## src/rtl/flu_down_converter.sv

```systemverilog
// FLU width down-converter: splits each RX word into TX_DATA_WIDTH segments and forwards only the segments carrying packet bytes.
// Combinational (zero-latency) data path; TX_DST_RDY low freezes the segment index and stalls RX until the last valid segment goes out.
module flu_down_converter #(
  parameter int RX_DATA_WIDTH    = 512,
  parameter int RX_SOP_POS_WIDTH = 3,
  parameter int TX_DATA_WIDTH    = 64,
  localparam int SOP_PW   = (RX_SOP_POS_WIDTH > 0) ? RX_SOP_POS_WIDTH : 1,
  localparam int RX_EOP_W = $clog2(RX_DATA_WIDTH / 8),
  localparam int TX_EOP_W = $clog2(TX_DATA_WIDTH / 8)
) (
  input  logic                     CLK,
  input  logic                     RESET,
  input  logic [RX_DATA_WIDTH-1:0] RX_DATA,
  input  logic [SOP_PW-1:0]        RX_SOP_POS,
  input  logic [RX_EOP_W-1:0]      RX_EOP_POS,
  input  logic                     RX_SOP,
  input  logic                     RX_EOP,
  input  logic                     RX_SRC_RDY,
  output logic                     RX_DST_RDY,
  output logic [TX_DATA_WIDTH-1:0] TX_DATA,
  output logic [TX_EOP_W-1:0]      TX_EOP_POS,
  output logic                     TX_SOP,
  output logic                     TX_EOP,
  output logic                     TX_SRC_RDY,
  input  logic                     TX_DST_RDY
);

  localparam int RATIO        = RX_DATA_WIDTH / TX_DATA_WIDTH;
  localparam int SEG_W        = $clog2(RATIO);
  localparam int SOP_BLK      = RX_DATA_WIDTH >> RX_SOP_POS_WIDTH;
  localparam int SEGS_PER_SOP = SOP_BLK / TX_DATA_WIDTH;

  if (RATIO < 2 || (RATIO & (RATIO - 1)) != 0 || SOP_BLK < TX_DATA_WIDTH ||
      (SOP_BLK % TX_DATA_WIDTH) != 0 || TX_DATA_WIDTH < 16 || (TX_DATA_WIDTH % 8) != 0) begin : g_param_check
    $error("flu_down_converter: illegal width parameters");
  end

  logic [SEG_W-1:0]         idx;
  logic                     inpkt;
  logic [SEG_W-1:0]         sop_seg;
  logic [SEG_W-1:0]         eop_seg;
  logic [SEG_W-1:0]         cur_seg;
  logic [RATIO-1:0]         seg_vld;
  logic                     cur_vld;
  logic                     cur_last;
  logic                     word_empty;
  logic                     ends_pkt;
  logic                     tx_xfer;
  logic                     word_done;
  logic                     inpkt_next;
  logic [TX_DATA_WIDTH-1:0] seg_dat [RATIO];

  for (genvar gi = 0; gi < RATIO; gi++) begin : g_seg
    assign seg_dat[gi] = RX_DATA[gi*TX_DATA_WIDTH +: TX_DATA_WIDTH];
  end

  if (RX_SOP_POS_WIDTH == 0) begin : g_sop_fixed
    assign sop_seg = '0;
  end else begin : g_sop_pos
    assign sop_seg = SEG_W'(32'(RX_SOP_POS) * 32'(SEGS_PER_SOP));
  end

  // Upper EOP_POS bits select the segment, lower bits the byte inside it.
  assign eop_seg    = RX_EOP_POS[RX_EOP_W-1:TX_EOP_W];
  assign TX_EOP_POS = RX_EOP_POS[TX_EOP_W-1:0];

  always_comb begin
    seg_vld = '0;
    for (int i = 0; i < RATIO; i++) begin
      if (inpkt) begin
        if (!RX_EOP) begin
          seg_vld[i] = 1'b1;
        end else begin
          seg_vld[i] = (SEG_W'(i) <= eop_seg) ||
                       (RX_SOP && (sop_seg > eop_seg) && (SEG_W'(i) >= sop_seg));
        end
      end else if (RX_SOP) begin
        if (RX_EOP && (eop_seg >= sop_seg)) begin
          seg_vld[i] = (SEG_W'(i) >= sop_seg) && (SEG_W'(i) <= eop_seg);
        end else begin
          seg_vld[i] = (SEG_W'(i) >= sop_seg);
        end
      end
    end
  end

  // Lowest valid segment at or above idx, and whether anything valid lies beyond it.
  always_comb begin
    cur_vld  = 1'b0;
    cur_seg  = '0;
    cur_last = 1'b1;
    for (int i = RATIO - 1; i >= 0; i--) begin
      if (seg_vld[i] && (SEG_W'(i) >= idx)) begin
        cur_vld = 1'b1;
        cur_seg = SEG_W'(i);
      end
    end
    for (int i = 0; i < RATIO; i++) begin
      if (seg_vld[i] && (SEG_W'(i) > cur_seg)) begin
        cur_last = 1'b0;
      end
    end
  end

  assign word_empty = ~|seg_vld;
  assign ends_pkt   = RX_EOP && (inpkt || (RX_SOP && (eop_seg >= sop_seg)));

  assign TX_SRC_RDY = !RESET && RX_SRC_RDY && cur_vld;
  assign TX_DATA    = seg_dat[cur_seg];
  assign TX_SOP     = cur_vld && RX_SOP && (cur_seg == sop_seg);
  assign TX_EOP     = cur_vld && ends_pkt && (cur_seg == eop_seg);

  assign tx_xfer    = TX_SRC_RDY && TX_DST_RDY;
  assign RX_DST_RDY = !RESET && ((cur_vld && cur_last && TX_DST_RDY) || (RX_SRC_RDY && word_empty));
  assign word_done  = (tx_xfer && cur_last) || (!RESET && RX_SRC_RDY && word_empty);

  // Packet state after the word: a SOP placed behind the EOP leaves a packet open.
  always_comb begin
    case ({RX_SOP, RX_EOP})
      2'b11:   inpkt_next = (sop_seg > eop_seg);
      2'b10:   inpkt_next = 1'b1;
      2'b01:   inpkt_next = 1'b0;
      default: inpkt_next = inpkt;
    endcase
  end

  always_ff @(posedge CLK) begin
    if (RESET) begin
      idx   <= '0;
      inpkt <= 1'b0;
    end else if (word_done) begin
      idx   <= '0;
      inpkt <= inpkt_next;
    end else if (tx_xfer) begin
      idx   <= cur_seg + SEG_W'(1);
    end
  end

endmodule

```

## config.mk

```make
export PLATFORM = sky130hd
export DESIGN_NAME = flu_down_converter
export DESIGN_NICKNAME = d
export VERILOG_FILES = /design/src/rtl/flu_down_converter.sv
export SDC_FILE = /design/constraint.sdc
export NUM_CORES = 1
export LEC_CHECK = 0
export CAP_MARGIN = 40
export CORE_AREA = 5 5 228 230
export DETAILED_ROUTE_END_ITERATION = 8
export DIE_AREA = 0 0 233 235
export GPL_TIMING_DRIVEN = 0
export PLACE_DENSITY_LB_ADDON = 0.3
export SYNTH_ARGS = -nofsm -noshare
export SYNTH_HDL_FRONTEND = slang
export SYNTH_SLANG_ARGS = --single-unit
```

## constraint.sdc

```tcl
create_clock -name CLK -period 14.7 [get_ports CLK]
set_input_delay 2.94 -clock CLK [delete_from_list [all_inputs] [get_ports CLK]]
set_output_delay 2.94 -clock CLK [all_outputs]
set_load 0.1 [all_outputs]
```

==> summary.txt <==
Power and ir drop
  – Worst vdd ir: 0.261 mV
  – Power per Cell Area: 271 mW/mm²
  – Leakage: 5.23 nW

Worst setup path
  – Critical Path End Type: output pin
  – R2r setup slk: 10,410 ps
  – Required @ worst endpoint: 11,760 ps
  – RR Endpoint: idx[2]
  – R2R Path Start: inpkt
  – CP arrival: 8520 ps
  – Crit path from: RX_EOP_POS[5]
  – Setup CP Type: in2out
  – Critical path capture point: RX_DST_RDY
  – Crit path max fanout: 10
  – Path depth of the worst reg2reg path: 16
  – Crit path launch type: primary input

Layout
  – Final std cells w/o fill: 1,891
  – Layout Nets: 1,752
  – Sequential Area: 80.1 µm²
  – Share of cells above drive strength 1: 16.7%
  – Syn-to-layout area delta: 173%
  – Fin area: 0.0138 mm²
  – Number of fill cells: 5,300
  – Area of the multi-input gates: 0.00462 mm²

STA
  – Worst-Margin Slew: 829 ps
  – Slew headroom: 43.9%
  – Final Critical Period: 11,460 ps
  – Hold Violations, Final: 0
  – Clk_skew: 1.63 ps
  – Setup Viol. Count Final: 0
  – Post-route clock period utilization: 77.9%
  – Setup ws final: 3240 ps
  – RSZ-0062 raised after global routing: no
  – WHS: 544 ps
  – Achievable clock frequency: 87.3 MHz
  – Max Slew Vio Count: 0
  – Final TNS setup: 0 ps

Clock network
  – Deepest clock path buffer count: 2
  – Worst-path clk slew: 30 ps
  – CTS tree: done
  – Setup bufs post-CTS: 0
  – Root Driver: clkbuf_16
  – Post-cts resize count: 0
  – H-tree level count: 1
  – Clock buffer count from CTS: 3
  – Post-CTS Hold Buffers: 0
  – Clk sinks: 4
  – Worst-Skew Late Latency: 230 ps

Run status
  – Status: complete, no violations

Global route
  – Initial antenna violation count: 12
  – Vias in the first global route: 8,780
  – Global-route wire length before repair: 64,700 µm
  – Grt ovf: 0
  – Total GRT Usage: 16.1%
  – Pin count of the biggest net entering global routing: 12

Detailed routing
  – First-pass detailed-route iteration total: 4
  – Final ANT Viol Nets: 0
  – Post-route DRC: 0
  – Total wire length: 47,100 µm
  – Via density: 4.16
  – Via count: 7,861
  – Wire per inst: 24.9 µm
  – DRT iter0 DRCs: 310

Yosys
  – Yosys top cell area share: 28.4%
  – Syn_area_per_cell: 9.37 µm²
  – Post-Syn Area: 0.00507 mm²
  – Register area share after synthesis: 1.58%
  – Register bit total from synthesis: 4
  – Synth area leader: mux4_2
  – EDFF count, synth: 0
  – Post-synth cell types: 65
  – Ys Warns: 0
  – Mapped Nets: 1,077
  – Fraction of registers with async set or reset after synthesis: 0%
  – Post-synth top flop: dfxtp_1
  – Area contributors post-synth: mux4_2 28%, mux2i_1 25%, o221ai_1 11%, nand2_1 5.9%, buf_4 3.1%
  – Synth Instances: 541

Job
  – Max-Cap Viols: 0

Min path
  – Min-Delay Path Class: reg2reg

Placed design
  – Port bufs: 594
  – Placer Congestion: 0.849
  – Dpl cells: 1,883
  – Detail Placement HPWL: 41,800 µm
  – Post-Place Cell Area: 0.0137 mm²
  – Setup WS pre-CTS: 3220 ps

Floorplan
  – Die extent in y: 235 µm
  – Die area: 0.0548 mm²
  – Top Ports: 598
  – Core ar.: 0.0497 mm²
  – Num rows: 82
  – Die width: 233 µm
  – Starting Density: 10.2%
stage by stage:
| step | power, mW | util [%] |
|---|---|---|
| floorplan | 1.97 | - |
| global placement | 2.84 | 23.9 |
| CTS | 3.79 | 27.8 |
| finish | 3.74 | 27.8 |
| global route | 3.89 | 27.8 |
| detailed placement | 3.73 | 27.7 |
how the worst min path moves through the flow:
stage            from  endpoint  slack [ps]  depth (start not counted)
2_1_floorplan  idx[0]    idx[0]         480                          2
3_3_place_gp   idx[0]    idx[0]         540                          2
3_5_place_dp   idx[0]    idx[0]         540                          2
4_1_cts        idx[0]    idx[0]         540                          2
5_1_grt        idx[0]    idx[0]         600                          2
6_report       idx[0]    idx[0]         540                          2
layout make-up:
type	count	share of cell area, %
Clock buffer	3	0.543
Sequential cell	4	0.579
Inverter	12	0.326
Buffer	58	2.37
Tap cell	672	6.08
Antenna cell	5	0.0905
Multi-Input combinational cell	467	33.4
Timing Repair Buffer	670	56.6
kinds of logic (layout without fill, tap and decap cells):
| group | Yosys count | after routing | share of synthesized area, % |
|---|---|---|---|
| DFF | 4 | 4 | 1.58 |
| AOI/OAI and AO/OA | 131 | 131 | 22.4 |
| xor gates and xnor gates | 4 | 4 | 0.691 |
| muxes | 193 | 193 | 53.9 |
| adders and majority gates | 9 | 9 | 2.22 |
| buffers and inverters | 70 | 743 | 7.35 |
| other | 0 | 5 | 0 |
| and+or+nand+nor | 130 | 130 | 11.9 |
cells in the mapped netlist (all sizes together) (3+ instances only):
master,instances
o21ai,10
mux2i,129
mux4,64
o221ai,65
and2,3
buf,39
a211o,3
xnor2,3
a22oi,3
a21o,5
o211ai,3
a21oi,15
dfxtp,4
a221oi,3
or2,4
nand2b,4
ha,9
nand3,4
nand2,80
inv,12
clkbuf,19
a211oi,5
nor2,19
flip-flops by register name, summed over array words and instances (netlist names):
register,cells
inpkt,1
idx,3
layer usage:
metal  up-vias  wire [µm]  global-route usage [%]
met1      3857      19000                    19.3
li1       3571          -                       -
met2       374      23300                    28.5
met5         -         58                       0
met3        49       3810                    4.24
met4        10        919                    3.87
cells in the final DEF (no fill, tap or decap), drive strengths merged, types with 12 or more instances in the layout:
cell and instances:
clkdlybuf4s50 594, mux4 64, inv 12, o221ai 65, buf 115, clkbuf 22, nand2 80, a21oi 15
mux2i 129, nor2 19
critical path, stage by stage:
cell             delay (ps)
clkdlybuf4s50_1         670
inv_1                   130
ha_1                    320
and3b_1                 230
o21ai_4                 350
o22ai_2                 240
a21o_1                  230
a2111oi_2               410
o22a_1                  190
buf_4                   250
buf_4                   290
buf_4                   290
inv_1                    90
ha_1                    220
or2_2                   300
a211oi_2                300
nor4_4                  120
a21o_1                  170
clkdlybuf4s50_1         520
buf_16                  220
power breakdown:
part | total, mW | internal [mW] | switching (mW) | leakage [nW]
sequential | 0.0161 | 0.0131 | 0.00295 | 0.0325
combinational | 3.68 | 1.58 | 2.10 | 5.16
clock | 0.0429 | 0.0348 | 0.00809 | 0.0370
total | 3.74 | 1.63 | 2.11 | 5.23
No activity file was read; power rests on OpenSTA's default activity.
